`config.mk`:
```
export PLATFORM = sky130hd
export DESIGN_NAME = char_buffer_writer
export DESIGN_NICKNAME = d
export VERILOG_FILES = /design/src/rtl/char_buffer_writer.sv
export SDC_FILE = /design/constraint.sdc
export NUM_CORES = 1
export LEC_CHECK = 0
export ABC_AREA = 0
export BUFFER_PORTS_ARGS = -buffer_cell sky130_fd_sc_hd__buf_2
export CAP_MARGIN = 10
export CORE_ASPECT_RATIO = 1.1
export CORE_UTILIZATION = 51
export DETAILED_ROUTE_END_ITERATION = 8
export HOLD_SLACK_MARGIN = 0.05
export PLACE_DENSITY = 0.76
export REMOVE_ABC_BUFFERS = 1
export SYNTH_ARGS = -nofsm -noshare
export SYNTH_HDL_FRONTEND = slang
export SYNTH_SLANG_ARGS = --single-unit
export TNS_END_PERCENT = 30
```
`constraint.sdc`:
```
create_clock -name pclk -period 2 [get_ports pclk]
set_input_delay 0.4 -clock pclk [delete_from_list [all_inputs] [get_ports pclk]]
set_output_delay 0.4 -clock pclk [all_outputs]
set_load 0.05 [all_outputs]
```
`src/rtl/char_buffer_writer.sv`:
```
// rtl/char_buffer_writer.sv - character RAM writer for the on-screen text buffer
//
// Accepts a byte stream over in_valid/in_ready. The block writes printable codes
// into a 256-entry character RAM at {row, col}. It interprets CR, LF, BS and FF,
// and blanks the whole RAM after reset and on form-feed.
//
// Ports:
//   pclk      pixel clock, rising edge
//   rst       asynchronous active-low reset
//   in_data   character or control byte
//   in_valid  in_data is valid
//   in_ready  byte can be accepted this cycle (IDLE only)
//   wr_en     RAM write strobe, one-cycle pulse per write
//   wr_addr   RAM address {row[2:0], col[4:0]}
//   wr_data   character code to write
//   cursor_x  cursor column (next write position)
//   cursor_y  cursor row (next write position)
//   busy      clear in progress

module char_buffer_writer #(
   parameter int         COLS       = 32,
   parameter int         ROWS       = 8,
   parameter logic [7:0] BLANK_CHAR = 8'h20
) (
   input  logic       pclk,
   input  logic       rst,
   input  logic [7:0] in_data,
   input  logic       in_valid,
   output logic       in_ready,
   output logic       wr_en,
   output logic [7:0] wr_addr,
   output logic [7:0] wr_data,
   output logic [4:0] cursor_x,
   output logic [2:0] cursor_y,
   output logic       busy
);

   localparam int CELLS = COLS * ROWS;

   typedef enum logic {CLEAR, IDLE} state_t;

   state_t     state;
   // One bit wider than the address so the terminal count (all cells written) is visible.
   logic [8:0] clr_cnt;
   logic       accept;
   logic       printable;
   logic       bs_moves;
   logic [4:0] bs_x;
   logic [2:0] bs_y;

   assign in_ready  = (state == IDLE);
   assign busy      = (state == CLEAR);
   assign accept    = in_valid && in_ready;
   assign printable = (in_data >= 8'h20) && (in_data <= 8'h7E);

   // Backspace target: step left, or to the last column of the previous row.
   always_comb begin
      bs_moves = 1'b1;
      bs_x     = cursor_x;
      bs_y     = cursor_y;
      if (cursor_x != 5'd0) begin
         bs_x = cursor_x - 5'd1;
      end else if (cursor_y != 3'd0) begin
         bs_x = 5'(COLS - 1);
         bs_y = cursor_y - 3'd1;
      end else begin
         bs_moves = 1'b0;
      end
   end

   always_ff @(posedge pclk or negedge rst) begin
      if (!rst) begin
         state    <= CLEAR;
         clr_cnt  <= 9'd0;
         cursor_x <= 5'd0;
         cursor_y <= 3'd0;
         wr_en    <= 1'b0;
         wr_addr  <= 8'd0;
         wr_data  <= 8'd0;
      end else begin
         wr_en <= 1'b0;
         case (state)
            CLEAR: begin
               // The state leaves CLEAR one cycle after the last address is driven.
               if (clr_cnt == 9'(CELLS)) begin
                  state <= IDLE;
               end else begin
                  wr_en   <= 1'b1;
                  wr_addr <= clr_cnt[7:0];
                  wr_data <= BLANK_CHAR;
                  clr_cnt <= clr_cnt + 9'd1;
               end
            end
            IDLE: begin
               if (accept) begin
                  if (printable) begin
                     wr_en   <= 1'b1;
                     wr_addr <= {cursor_y, cursor_x};
                     wr_data <= in_data;
                     if (cursor_x == 5'(COLS - 1)) begin
                        cursor_x <= 5'd0;
                        cursor_y <= (cursor_y == 3'(ROWS - 1)) ? 3'd0 : cursor_y + 3'd1;
                     end else begin
                        cursor_x <= cursor_x + 5'd1;
                     end
                  end else begin
                     case (in_data)
                        8'h0D: cursor_x <= 5'd0;
                        8'h0A: cursor_y <= cursor_y + 3'd1;
                        8'h08: begin
                           if (bs_moves) begin
                              wr_en    <= 1'b1;
                              wr_addr  <= {bs_y, bs_x};
                              wr_data  <= BLANK_CHAR;
                              cursor_x <= bs_x;
                              cursor_y <= bs_y;
                           end
                        end
                        8'h0C: begin
                           cursor_x <= 5'd0;
                           cursor_y <= 3'd0;
                           clr_cnt  <= 9'd0;
                           state    <= CLEAR;
                        end
                        default: ;
                     endcase
                  end
               end
            end
            default: state <= CLEAR;
         endcase
      end
   end

endmodule
```
# Word-level counts from Yosys, hierarchy flattened
# Index checks and enable logic that the tools add are counted.
word_totals:
  reg_bits: 35
  wordCells: 84
  inputBits: 11
op_classes:
  magnitude_cmp: 2
  eq_ne: 15
  n_reduce_logical: 11
  n_addsub: 5
  n_mux: 43
  n_bitwise: 1
ops:
  columns: ["operator", "n"]
  rows:
  - ["$mux 8", 10]
  - ["$mux 9", 4]
  - ["$eq 8x4->1 const B", 4]
  - ["$pmux 8 s2", 2]
  - ["$mux 5", 5]
  - ["$mux 3", 6]
  - ["$pmux 9 s2", 1]
  - ["$reduce_and 4->1", 3]
  - ["$mux 1", 11]
  - ["$pmux 5 s2", 1]
  - ["$add 9x1->9 const B", 1]
  - ["$eq 9x9->1 const B", 1]
  - ["$pmux 3 s3", 1]
  - ["$ge 8x6->1 const B", 1]
  - ["$le 8x7->1 const B", 1]
  - ["$ne 2x1->1 const B", 3]
  - ["$ne 3x1->1 const B", 2]
  - ["$reduce_bool 3->1", 2]
  - ["$add 5x1->5 const B", 1]
  - ["$eq 5x5->1 const B", 1]
  - ["$reduce_and 5->1", 1]
  - ["$reduce_bool 5->1", 1]
  - ["$sub 5x1->5 const B", 1]
  - ["$ne 2x2->1 const B", 2]
  - ["other kinds (9)", 11]

# Depth between registers and ports, before layout
# Gate-level depths: netlist of run 1.
depth:
  depth_word: 8
  ltp_mapped: 9
  ltp_nobuf: 8

# Least setup slack after synthesis of run 1
# No wires, ideal clock.
synth_path:
  path_type: "flip-flop to flip-flop"
  start: "reg cursor_x[1]"
  end: "reg cursor_x[4]"
  required_time_ps: 1875
  path_slack_ps: -430
  setup_time_ps: 125
  t_arrival_ps: 2305
  path_stages_with_launch: 10
  path_buffers: 2
  cell_sequence: "dfrtp_1 inv_1 ha_1 or4b_1 buf_2 nor2_2 a21oi_1 and2_1 buf_6 mux2_4"
synth_via:
  elab_chain_cells: 5
  elab_cells_between_ends: 12
  classes_between: "add/sub: 2; eq/ne: 2; mux: 6; reduce/logical: 2"
synth_rtl:
  columns: ["item", "line", "source"]
  rows:
  - ["start: declaration", "33", "output logic [4:0] cursor_x,"]
  - ["start signal: assignment", "104", "cursor_x <= cursor_x + 5'd1;"]
  - ["start signal: assignment", "115", "cursor_x <= bs_x;"]
  - ["$sub 5x1->5 / $reduce_bool 5->1 (equally long branches)", "62, 61", null]
  - ["$mux 5", "61", "if (cursor_x != 5'd0) begin"]
  - ["$mux 5", "111", "if (bs_moves) begin"]
  - ["$pmux 5 s2", "107", "case (in_data)"]
  - ["$mux 5", "96", "if (printable) begin"]
# Parallel ways exist; a longest one is shown, timed or not. The select of a mux whose other input is x is not followed.
# A chain may end at the register's enable or synchronous reset.

# Final worst setup path of run 1
layout_path:
  start: "reg cursor_x[1]"
  end: "reg wr_addr[3]"
layout_via:
  elab_chain_cells: 7
  elab_cells_between_ends: 11
  classes_between: "add/sub: 1; eq/ne: 1; mux: 7; reduce/logical: 2"
layout_rtl:
  columns: ["item", "line", "source"]
  rows:
  - ["$sub 5x1->5 / $reduce_bool 5->1 (equally long branches)", "62, 61", null]
  - ["$mux 5", "61", null]
  - ["$mux 8", "111", null]
  - ["$mux 8", "107", null]
  - ["$mux 8", "96", null]
  - ["$mux 8", "95", "if (accept) begin"]
  - ["$pmux 8 s2", "82", "case (state)"]
  - ["end signal: assignment", "89", "wr_addr <= clr_cnt[7:0];"]
  - ["end signal: assignment", "98", "wr_addr <= {cursor_y, cursor_x};"]
  - ["end signal: assignment", "113", "wr_addr <= {bs_y, bs_x};"]
  - ["end: declaration", "31", "output logic [7:0] wr_addr,"]
# Parallel ways exist; a longest one is shown, timed or not. The select of a mux whose other input is x is not followed.

==> metrics, run 1 <==
Avg Cell Area, Syn=8.99 µm²; CP dominant cell by count=o211ai_1; multiplexer share of the synthesized area=0.0291; CTS sink cnt=35; most area-consuming cells after synthesis=dfrtp_1 38%, ha_1 4.9%, nand2_1 4.7%; CTS H-tree depth=2; leak pwr=1.51 nW; first-pass GRT wire length=10,500 µm; synthesis warning total=0; All-Layer GR Usage=0.289; Compound-Gate Fraction of Synth Area=0.255; Die Ht=~73 µm; Max Cap Violations=0; n_diodes=0; DR vias=2,379; delay of the slowest critical-path stage=0.52 ns; Cells after Synth=258; synthesized area=0.00232 mm²; Pre-Repair DR Iteration Count=4; Remaining DRCs=0; clock skew=0.00512 ns; Required @ worst endpoint=around 2.2 ns; Crit Path Class=reg -> reg; Cell Rows=25; buffer levels on the longest clock path=2; slack of the critical path=-0.0970 ns; Util after Layout=0.743; minimum clock period=~2.1 ns; hold_ws=0.187 ns; total congestion overflow=0; RSZ-0062 raised after global routing=true; slew margin rel.=0.472; XOR/XNOR Fraction of Synth Area=0.00378; Die Area=0.00482 mm²; worst min-delay path class=in -> async; Post-Place Worst Slack=-0.195 ns; Slew Limit Fails=0; CP Depth=8; hold buffers post-CTS=0; final hold violations=0; Placed Cells=slightly below 400; Max FO, Critical Path=11; Synth cell types=56; antenna-violating nets left=0; layout cells sized above 1=0.420; synthesized flop and latch total=35; Final Cycle Share=1.05; Peak supply drop=0.000797 V; status=finished, violations left; Worst R2R End=wr_addr[3]; TritonCTS Buffers=5; Worst-Margin Slew=0.792 ns; starting density of the core=0.537; DRT iter0 DRCs=~190; commonest non-fill, non-tap cell in the layout=buf_4; CP Capture Type=flip-flop; per-cell routed wire length=16.2 µm; worst path arrival time=2.33 ns; R2R setup slack=-0.1 ns; Final setup viols=18; Worst setup endpoint=wr_addr[3]; Adder-Cell Fraction of Synth Area=0.0486; cells along the critical path=inv_2 -> ha_4 -> or4b_4 -> o211ai_1 -> o211ai_2 -> buf_6 -> o211ai_1 -> o21a_1; vias in the first global route=2,291; pwr dens=approximately 950 mW/mm²; Worst-path clk slew=0.08 ns; die width=~66 µm; worst setup path startpoint=cursor_x[1]; core area=0.00432 mm²; dpl cell area=0.00294 mm²; RR Startpoint=cursor_x[1]; crit path buf inv count=2; Max Freq=between 400 and 500 MHz; FFs w/ async S/R, synth=1.00; Post-synth top flop=dfrtp_1; post-route cell area=0.00321 mm²; top cell family by delay on the critical path=compound AO/OA/AOI/OAI gates; slowest CP cell=or4b_4; Buffers on Ports=37; gpl congestion=0.945; CTS tree=yes; IO Count=38; area grow syn2layout=38.3%; DR vias/cell=5.82; Post-Synth Simple-Gate Area=0.221; Seq/Total Area, Yosys=0.378; Post-synth EDFFs=0; post-synth top area cell=dfrtp_1; initial antenna violation count=0; failing checks=negative setup slack; Root Buffer=clkbuf_8; commonest cells after routing, fill and taps aside=59 x buf_4, 39 x buf_2, 35 x dfrtp_1, 28 x nand2_1, 18 x o21ai_1; largest net degree at the start of global routing=36; DP HPWL=4630 µm; final std cells w/o fill=409; routed wire length=6610 µm; worst-case reg-to-reg path depth=8; Critical Path Start Type=flip-flop; Nets=374; largest family of logic cells by synthesized area=compound AO/OA/AOI/OAI gates; Yosys top cell area share=0.378; worst-skew pair later-pin latency=around 0.29 ns
cell type report:
cell class	count	area, µm²
multi-input combinational	190	1410
clock buffer	6	72.6
sequential	35	876
tap	54	67.6
inverter	19	76.3
timing repair buffer	103	694
fill	310	1110
clock inverter	2	12.5
synth_stat cells, types with 3 or more instances:
library cell / n
a2bb2oi_1: 3
nor2b_1: 3
nand4_1: 9
nor2_1: 14
a31oi_1: 4
o21ai_1: 17
o211ai_1: 8
a22o_1: 3
dfrtp_1: 35
nand2b_1: 5
a21oi_1: 11
nand3_1: 4
mux2i_1: 3
inv_1: 18
o22ai_1: 3
o21ai_0: 8
o21a_1: 4
nand2_1: 29
buf_2: 7
nor3_1: 5
a21boi_1: 3
clkbuf_1: 5
and2_1: 6
o22a_1: 3
ha_1: 9
worst min-delay path by stage:
| stage | slack (ns) | to | cells past startpoint |
|---|---|---|---|
| 6_report | 0.19 | cursor_y[0] | 1 |
| 5_1_grt | 0.26 | cursor_y[0] | 1 |
| 4_1_cts | 0.22 | cursor_y[0] | 1 |
| 3_5_place_dp | 0.47 | wr_addr[5] | 1 |
| 3_3_place_gp | 0.47 | wr_addr[5] | 1 |
| 2_1_floorplan | 0.10 | clr_cnt[0] | 0 |
cell families after synthesis:
kind of cell / count (synthesis)
simple gates: 93
compound gates: 81
flops: 35
buf+inv: 33
fa+ha+maj: 9
mux: 6
xor+xnor: 1
layer usage:
metal / routed length [µm] / track usage / part of all wire
met1: 2910 / 0.354 / 0.44
met2: 3210 / 0.500 / 0.49
met3: 277 / 0.0500 / 0.042
met4: 218 / 0.116 / 0.033
met5: 0 / 0 / 0
per-stage QoR:
step / power, W / setup TNS (ns)
global route: 0.00321 / -2.05
CTS: 0.00302 / -0.498
finish: 0.00306 / -0.920
detailed placement: 0.00238 / -4.57
global placement: 0.00236 / -3.31
floorplan: 0.00188 / -16.01
flip-flops by register name, indices dropped and copies added (netlist names):
signal / flops
clr_cnt: 9
cursor_x: 5
cursor_y: 3
in_ready: 1
wr_addr: 8
wr_data: 8
wr_en: 1
report_power, final:
| group | internal [W] | switching, W | total (W) | leakage, nW |
|---|---|---|---|---|
| Clock | 0.000243 | 0.000268 | 0.000511 | 0.0412 |
| Sequential | 0.000831 | 0.0000722 | 0.000903 | 0.436 |
| Combinational | 0.000616 | 0.00103 | 0.00164 | 1.03 |
| Total | 0.00169 | 0.00137 | 0.00306 | 1.51 |
what timing repair did:
action / 4_1_cts / 5_1_grt
endpoints found under the setup margin: 32 / 33
buffers inserted: 4 / 3
gates cloned: 2 / 0
pin swaps: 8 / 6
resized for setup: 22 / 11
(Power assumes the default switching activity.)
==> run 2, diff against run 1 <==
--- a/config.mk
+++ b/config.mk
@@ -6,13 +6,14 @@
 export NUM_CORES = 1
 export LEC_CHECK = 0
 export ABC_AREA = 0
-export BUFFER_PORTS_ARGS = -buffer_cell sky130_fd_sc_hd__buf_2
 export CAP_MARGIN = 10
 export CORE_ASPECT_RATIO = 1.1
-export CORE_UTILIZATION = 51
+export CORE_MARGIN = 5
+export CORE_UTILIZATION = 55
 export DETAILED_ROUTE_END_ITERATION = 8
+export DONT_BUFFER_PORTS = 1
 export HOLD_SLACK_MARGIN = 0.05
-export PLACE_DENSITY = 0.76
+export PLACE_DENSITY = 0.73
 export REMOVE_ABC_BUFFERS = 1
 export SYNTH_ARGS = -nofsm -noshare
 export SYNTH_HDL_FRONTEND = slang
==> metrics, run 2 (synthesis gave the netlist of run 1 again) <==
RSZ-0062 raised after global routing=true; DRT iter0 DRCs=178 (-4.8%); Die Ht=78.1 µm (+7.4%); max reg flops=9 (unchanged); commonest cells after routing, fill and taps aside=44 x buf_4, 35 x dfrtp_1, 29 x nand2_1, 17 x inv_1, 17 x o21ai_1; Cell Rows=24 (-4.0%); CTS sink cnt=35 (unchanged); layout cells sized above 1=0.267 (-0.152); worst path arrival time=2.27 ns (-0.06 ns); commonest non-fill, non-tap cell in the layout=buf_4; antenna-violating nets left=0 (unchanged); Total Power=0.00287 W (-6.0%); slack of the critical path=-0.0840 ns (+0.0131 ns); CP Capture Type=flip-flop; minimum clock period=2.08 ns (-0.0131 ns); leak pwr=1.29 nW (-15%); failing checks=negative setup slack; Nets=322 (-14%); Final setup viols=18 (unchanged); Buffers on Ports=0 (-100%); Final Cycle Share=1.04 (-0.00654); routed wire length=6160 µm (-6.7%); final hold violations=0 (unchanged); core area=0.00402 mm² (-6.8%); DR vias=2,133 (-10%); Filler Cell Count=309 (-0.32%); gpl congestion=0.891 (-5.7%); post-route cell area=0.00286 mm² (-11%); hold_ws=0.239 ns (+0.0523 ns); largest net degree at the start of global routing=36 (unchanged); Worst-path clk slew=0.07 ns (about the same); total congestion overflow=0 (unchanged); TritonCTS Buffers=5 (unchanged); worst-skew pair later-pin latency=0.29 ns (about the same); Pre-Repair DR Iteration Count=4 (unchanged); Max Freq=480 MHz (+0.63%); IO Count=38 (unchanged); CTS H-tree depth=2 (unchanged); Largest regs=clr_cnt x9, wr_addr x8, wr_data x8; Largest Register=clr_cnt; starting density of the core=0.576 (+0.0391); Die Area=0.00562 mm² (+17%); Worst-Margin Slew=0.616 ns (-0.176 ns); Slew Limit Fails=0 (unchanged); DP HPWL=4550 µm (-1.6%); per-cell routed wire length=17.4 µm (+7.5%); die width=71.9 µm (+8.5%); Root Buffer=clkbuf_8; slew margin rel.=0.585 (+0.113); CTS tree=yes; Remaining DRCs=0 (unchanged); initial antenna violation count=0 (unchanged); All-Layer GR Usage=0.232 (-0.0575); status=finished, violations left; first-pass GRT wire length=10,300 µm (-2.1%); Peak supply drop=0.000741 V (-7.1%); Max FO, Critical Path=16 (+5); clock skew=0.00385 ns (-0.00128 ns); Crit Path Class=reg -> reg; area grow syn2layout=23.2%; dpl cell area=0.00267 mm² (-9.3%); Max Cap Violations=0 (unchanged); Required @ worst endpoint=2.18 ns (-0.05 ns); Critical Path Start Type=flip-flop; buffer levels on the longest clock path=2 (unchanged); worst min-delay path class=in -> reg; pwr dens=1010 mW/mm² (+5.6%); vias in the first global route=2,178 (-4.9%); n_diodes=0 (unchanged); DR vias/cell=6.01 (+3.3%)
## run 2: cell count changes in the layout (fill, tap and decap cells not counted), moves of 3 or more
| cell | delta |
|---|---|
| a21boi_2 | -3 |
| a21oi_1 | +3 |
| buf_2 | -39 |
| buf_4 | -15 |
| a21boi_1 | +3 |
| a21oi_2 | -3 |
## run 2: worst paths after layout
kind / start / endpoint / slack (ns) / cells past startpoint
max: cursor_x[0] / wr_addr[4] / -0.08 / 7
min: in_data[4] / wr_data[4] / 0.24 / 2
max reg2reg: cursor_x[0] / wr_addr[4] / -0.08 / 7
min reg2reg: clr_cnt[8] / clr_cnt[8] / 0.55 / 2
max in group asynchronous: rst / wr_data[7] / 1.25 / 2
min in group asynchronous: rst / cursor_y[0] / 0.55 / 2
## run 2: through the flow
| stage | utilization | std cells | setup slack, ns | TNS (ns) |
|---|---|---|---|---|
| after CTS | 0.708 | 355 | -0.0338 | -0.158 |
| after floorplan | - | 244 | -0.774 | -16.01 |
| after detailed placement | 0.662 | 342 | -0.189 | -2.13 |
| final | 0.710 | 355 | -0.0840 | -0.766 |
| after global placement | 0.662 | 342 | -0.132 | -1.11 |
| after global routing | 0.710 | 355 | -0.161 | -2.73 |
## run 2: cell type report
type | instances | area [µm²] | share of cell area
inverters | 19 | 73.8 | 0.0259
multi-input cells | 191 | 1340 | 0.468
clock inverters | 3 | 20.0 | 0.00701
clock buffers | 5 | 68.8 | 0.0241
flip-flops and latches | 35 | 876 | 0.307
repair buffers | 50 | 414 | 0.145
well taps | 52 | 65.1 | 0.0228
## run 2: timing repair
item / CTS / global route
pin swaps: 6 / 2
setup buffers: 3 / 0
cloned: 1 / 0
resized for setup: 9 / 1
hold buffers: 2 / 0
hold endpoints to repair: 35 / 0
setup endpoints to repair: 32 / 32
## run 2: worst max-delay path, cell delays in order (launching register included)
cell and delay [ns]:
dfrtp_1 0.38, inv_1 0.12, ha_4 0.15, or4b_4 0.50, o211ai_1 0.25, o211ai_2 0.18, buf_6 0.20, o22a_1 0.19
## run 2: routing by layer
layer,routed length [µm],vias to the layer above,track usage
li1,-,1041,-
met1,2680,999,0.295
met2,2890,83,0.369
met3,485,10,0.0690
met4,110,0,0.0865
met5,0,-,0
## run 2: power breakdown
part | switching, W | total [W] | internal [W]
combinational | 0.000688 | 0.00118 | 0.000491
clock | 0.000279 | 0.000521 | 0.000242
sequential | 0.000347 | 0.00117 | 0.000825
==> run 3, diff against run 2 <==
--- a/config.mk
+++ b/config.mk
@@ -13,7 +13,7 @@
 export DETAILED_ROUTE_END_ITERATION = 8
 export DONT_BUFFER_PORTS = 1
 export HOLD_SLACK_MARGIN = 0.05
-export PLACE_DENSITY = 0.73
+export PLACE_DENSITY = 0.78
 export REMOVE_ABC_BUFFERS = 1
 export SYNTH_ARGS = -nofsm -noshare
 export SYNTH_HDL_FRONTEND = slang
==> metrics, run 3 (synthesis gave the netlist of run 1 again) <==
slew margin rel.=0.603 (+0.0181); Die Ht=78.1 µm (unchanged); Buffers on Ports=0 (unchanged); clock skew=0.00562 ns (+0.00177 ns); Placed Cells=337 (-1.5%); cells along the critical path=inv_2 -> ha_4 -> or4b_4 -> o211ai_1 -> o211ai_4 -> clkbuf_16 -> nand4_1 -> o21ai_1; status=finished, violations left; worst min-delay path class=in -> reg; RSZ-0062 raised after global routing=true; failing checks=negative setup slack; Root Buffer=clkbuf_8; Pre-Repair DR Iteration Count=5 (+1); slowest CP cell=or4b_4; DR vias=2,328 (+9.1%); Max FO, Critical Path=13 (-3); CTS sink cnt=35 (unchanged); Crit Path Class=reg -> reg; CTS H-tree depth=2 (unchanged); DP HPWL=4300 µm (-5.5%); first-pass GRT wire length=10,300 µm (about the same); CP Capture Type=flip-flop; Worst-path clk slew=0.08 ns (about the same); layout cells sized above 1=0.335 (+0.0682); total congestion overflow=0 (unchanged); commonest cells after routing, fill and taps aside=51 x buf_4, 35 x dfrtp_1, 28 x nand2_1, 20 x o21ai_1, 16 x inv_1; Remaining DRCs=0 (unchanged); DR vias/cell=6.43 (+7.0%); Largest Register=clr_cnt; area grow syn2layout=31.2%; Worst-Margin Slew=0.596 ns (-0.0204 ns); core area=0.00402 mm² (unchanged); Final setup viols=26 (+8); GR Util met2=0.373 (+0.00368); All-Layer GR Usage=0.231 (-0.00100); CTS tree=yes; Peak supply drop=0.000886 V (+20%); initial antenna violation count=0 (unchanged); Slew Limit Fails=0 (unchanged); Cell Rows=24 (unchanged); grt met1 use=0.288 (-0.00782); vias in the first global route=2,105 (-3.4%); worst-skew pair later-pin latency=0.30 ns (about the same); Nets=329 (+2.2%); DRT iter0 DRCs=159 (-11%); n_diodes=0 (unchanged); largest net degree at the start of global routing=36 (unchanged); antenna-violating nets left=0 (unchanged); gpl congestion=0.956 (+7.3%); final std cells w/o fill=362 (+2.0%); minimum clock period=2.14 ns (+0.0511 ns); pwr dens=1030 mW/mm² (+2.5%); TritonCTS Buffers=5 (unchanged); die width=71.9 µm (unchanged); leak pwr=1.33 nW (+3.4%); final hold violations=0 (unchanged); starting density of the core=0.576 (unchanged); routed wire length=7000 µm (+14%); delay of the slowest critical-path stage=0.47 ns (-0.03 ns); IO Count=38 (unchanged); grt peak-use layer=met2; Required @ worst endpoint=2.19 ns (about the same); max reg flops=9 (unchanged); worst path arrival time=2.32 ns (+0.05 ns); Total Power=0.00314 W (+9.3%); M3 GR Usage=0.0651 (-0.00383); Util after Layout=0.756 (+0.0466); Filler Cell Count=283 (-8.4%); slack of the critical path=-0.135 ns (-0.0511 ns); per-cell routed wire length=19.3 µm (+11%); Max Cap Violations=0 (unchanged); Final Cycle Share=1.07 (+0.0256); Max Freq=468 MHz (-2.4%); buffer levels on the longest clock path=2 (unchanged); Die Area=0.00562 mm² (unchanged); Critical Path Start Type=flip-flop; commonest non-fill, non-tap cell in the layout=buf_4; Largest regs=clr_cnt x9, wr_addr x8, wr_data x8
==> run 3: cell count changes in the layout (fill, tap and decap cells not counted), moves of 2 or more <==
cell / previous run / this run
buf_4: 44 / 51
a21oi_1: 11 / 6
a21oi_2: 0 / 5
o21ai_0: 8 / 5
o21ai_1: 17 / 20
clkbuf_16: 0 / 2
ha_1: 8 / 6
ha_4: 1 / 3
nor2_1: 14 / 12
nor2_4: 0 / 2
==> run 3: critical path, delay by kind of cell (launching register included) <==
kind                       cells  cell delay, ns
adders and majority gates      1            0.13
buffers and inverters          2            0.32
and+or+nand+nor                2            0.56
AOI/OAI and AO/OA              3            0.61
DFF                            1            0.40
==> run 3: path summary, 6_finish.rpt <==
path / from / to / slack [ns] / cells past startpoint
setup / recovery: cursor_x[1] / wr_data[0] / -0.14 / 8
hold / removal: in_data[4] / wr_data[4] / 0.25 / 2
setup reg to reg: cursor_x[1] / wr_data[0] / -0.14 / 8
hold reg to reg: clr_cnt[8] / clr_cnt[8] / 0.54 / 2
max in group asynchronous: rst / cursor_x[4] / 1.25 / 2
min in group asynchronous: rst / cursor_x[1] / 0.54 / 2
==> run 3: cell type report <==
class                   count  area, µm²  area share
multi-input cells         190       1430       0.470
flip-flops and latches     35        876       0.288
repair buffers             58        505       0.166
inverters                  19       76.3      0.0251
clock buffers               5       68.8      0.0226
well taps                  52       65.1      0.0214
clock inverters             3       20.0     0.00658
==> run 3: stage by stage <==
step	instance area, µm²	worst slack (ns)	setup TNS (ns)	hold slack [ns]
finish	3040	-0.135	-1.91	0.253
detailed placement	2630	-0.160	-1.40	0.105
floorplan	2240	-0.774	-16.01	0.104
CTS	2870	-0.0545	-0.376	0.234
global placement	2630	-0.120	-1.04	0.106
global route	3040	-0.216	-4.30	0.249
==> run 3: where the power goes <==
part           leakage, nW  internal, W  switching [W]
clock               0.0402     0.000242       0.000287
combinational        0.856     0.000638       0.000795
sequential           0.436     0.000825       0.000351
total                 1.33      0.00171        0.00143
==> run 3: repair_timing <==
action	4_1_cts	5_1_grt
pin swaps	5	8
buffers inserted	11	2
gates cloned	0	2
gates resized for setup	11	24
hold buffers	2	0
endpoints found under the hold margin	35	0
setup endpoints to repair	31	33
==> run 3: metal layers <==
| metal | vias to the layer above | share of wire |
|---|---|---|
| met1 | 1128 | 0.40 |
| met5 | - | 0 |
| met3 | 27 | 0.091 |
| li1 | 1041 | - |
| met4 | 0 | 0.035 |
| met2 | 132 | 0.47 |
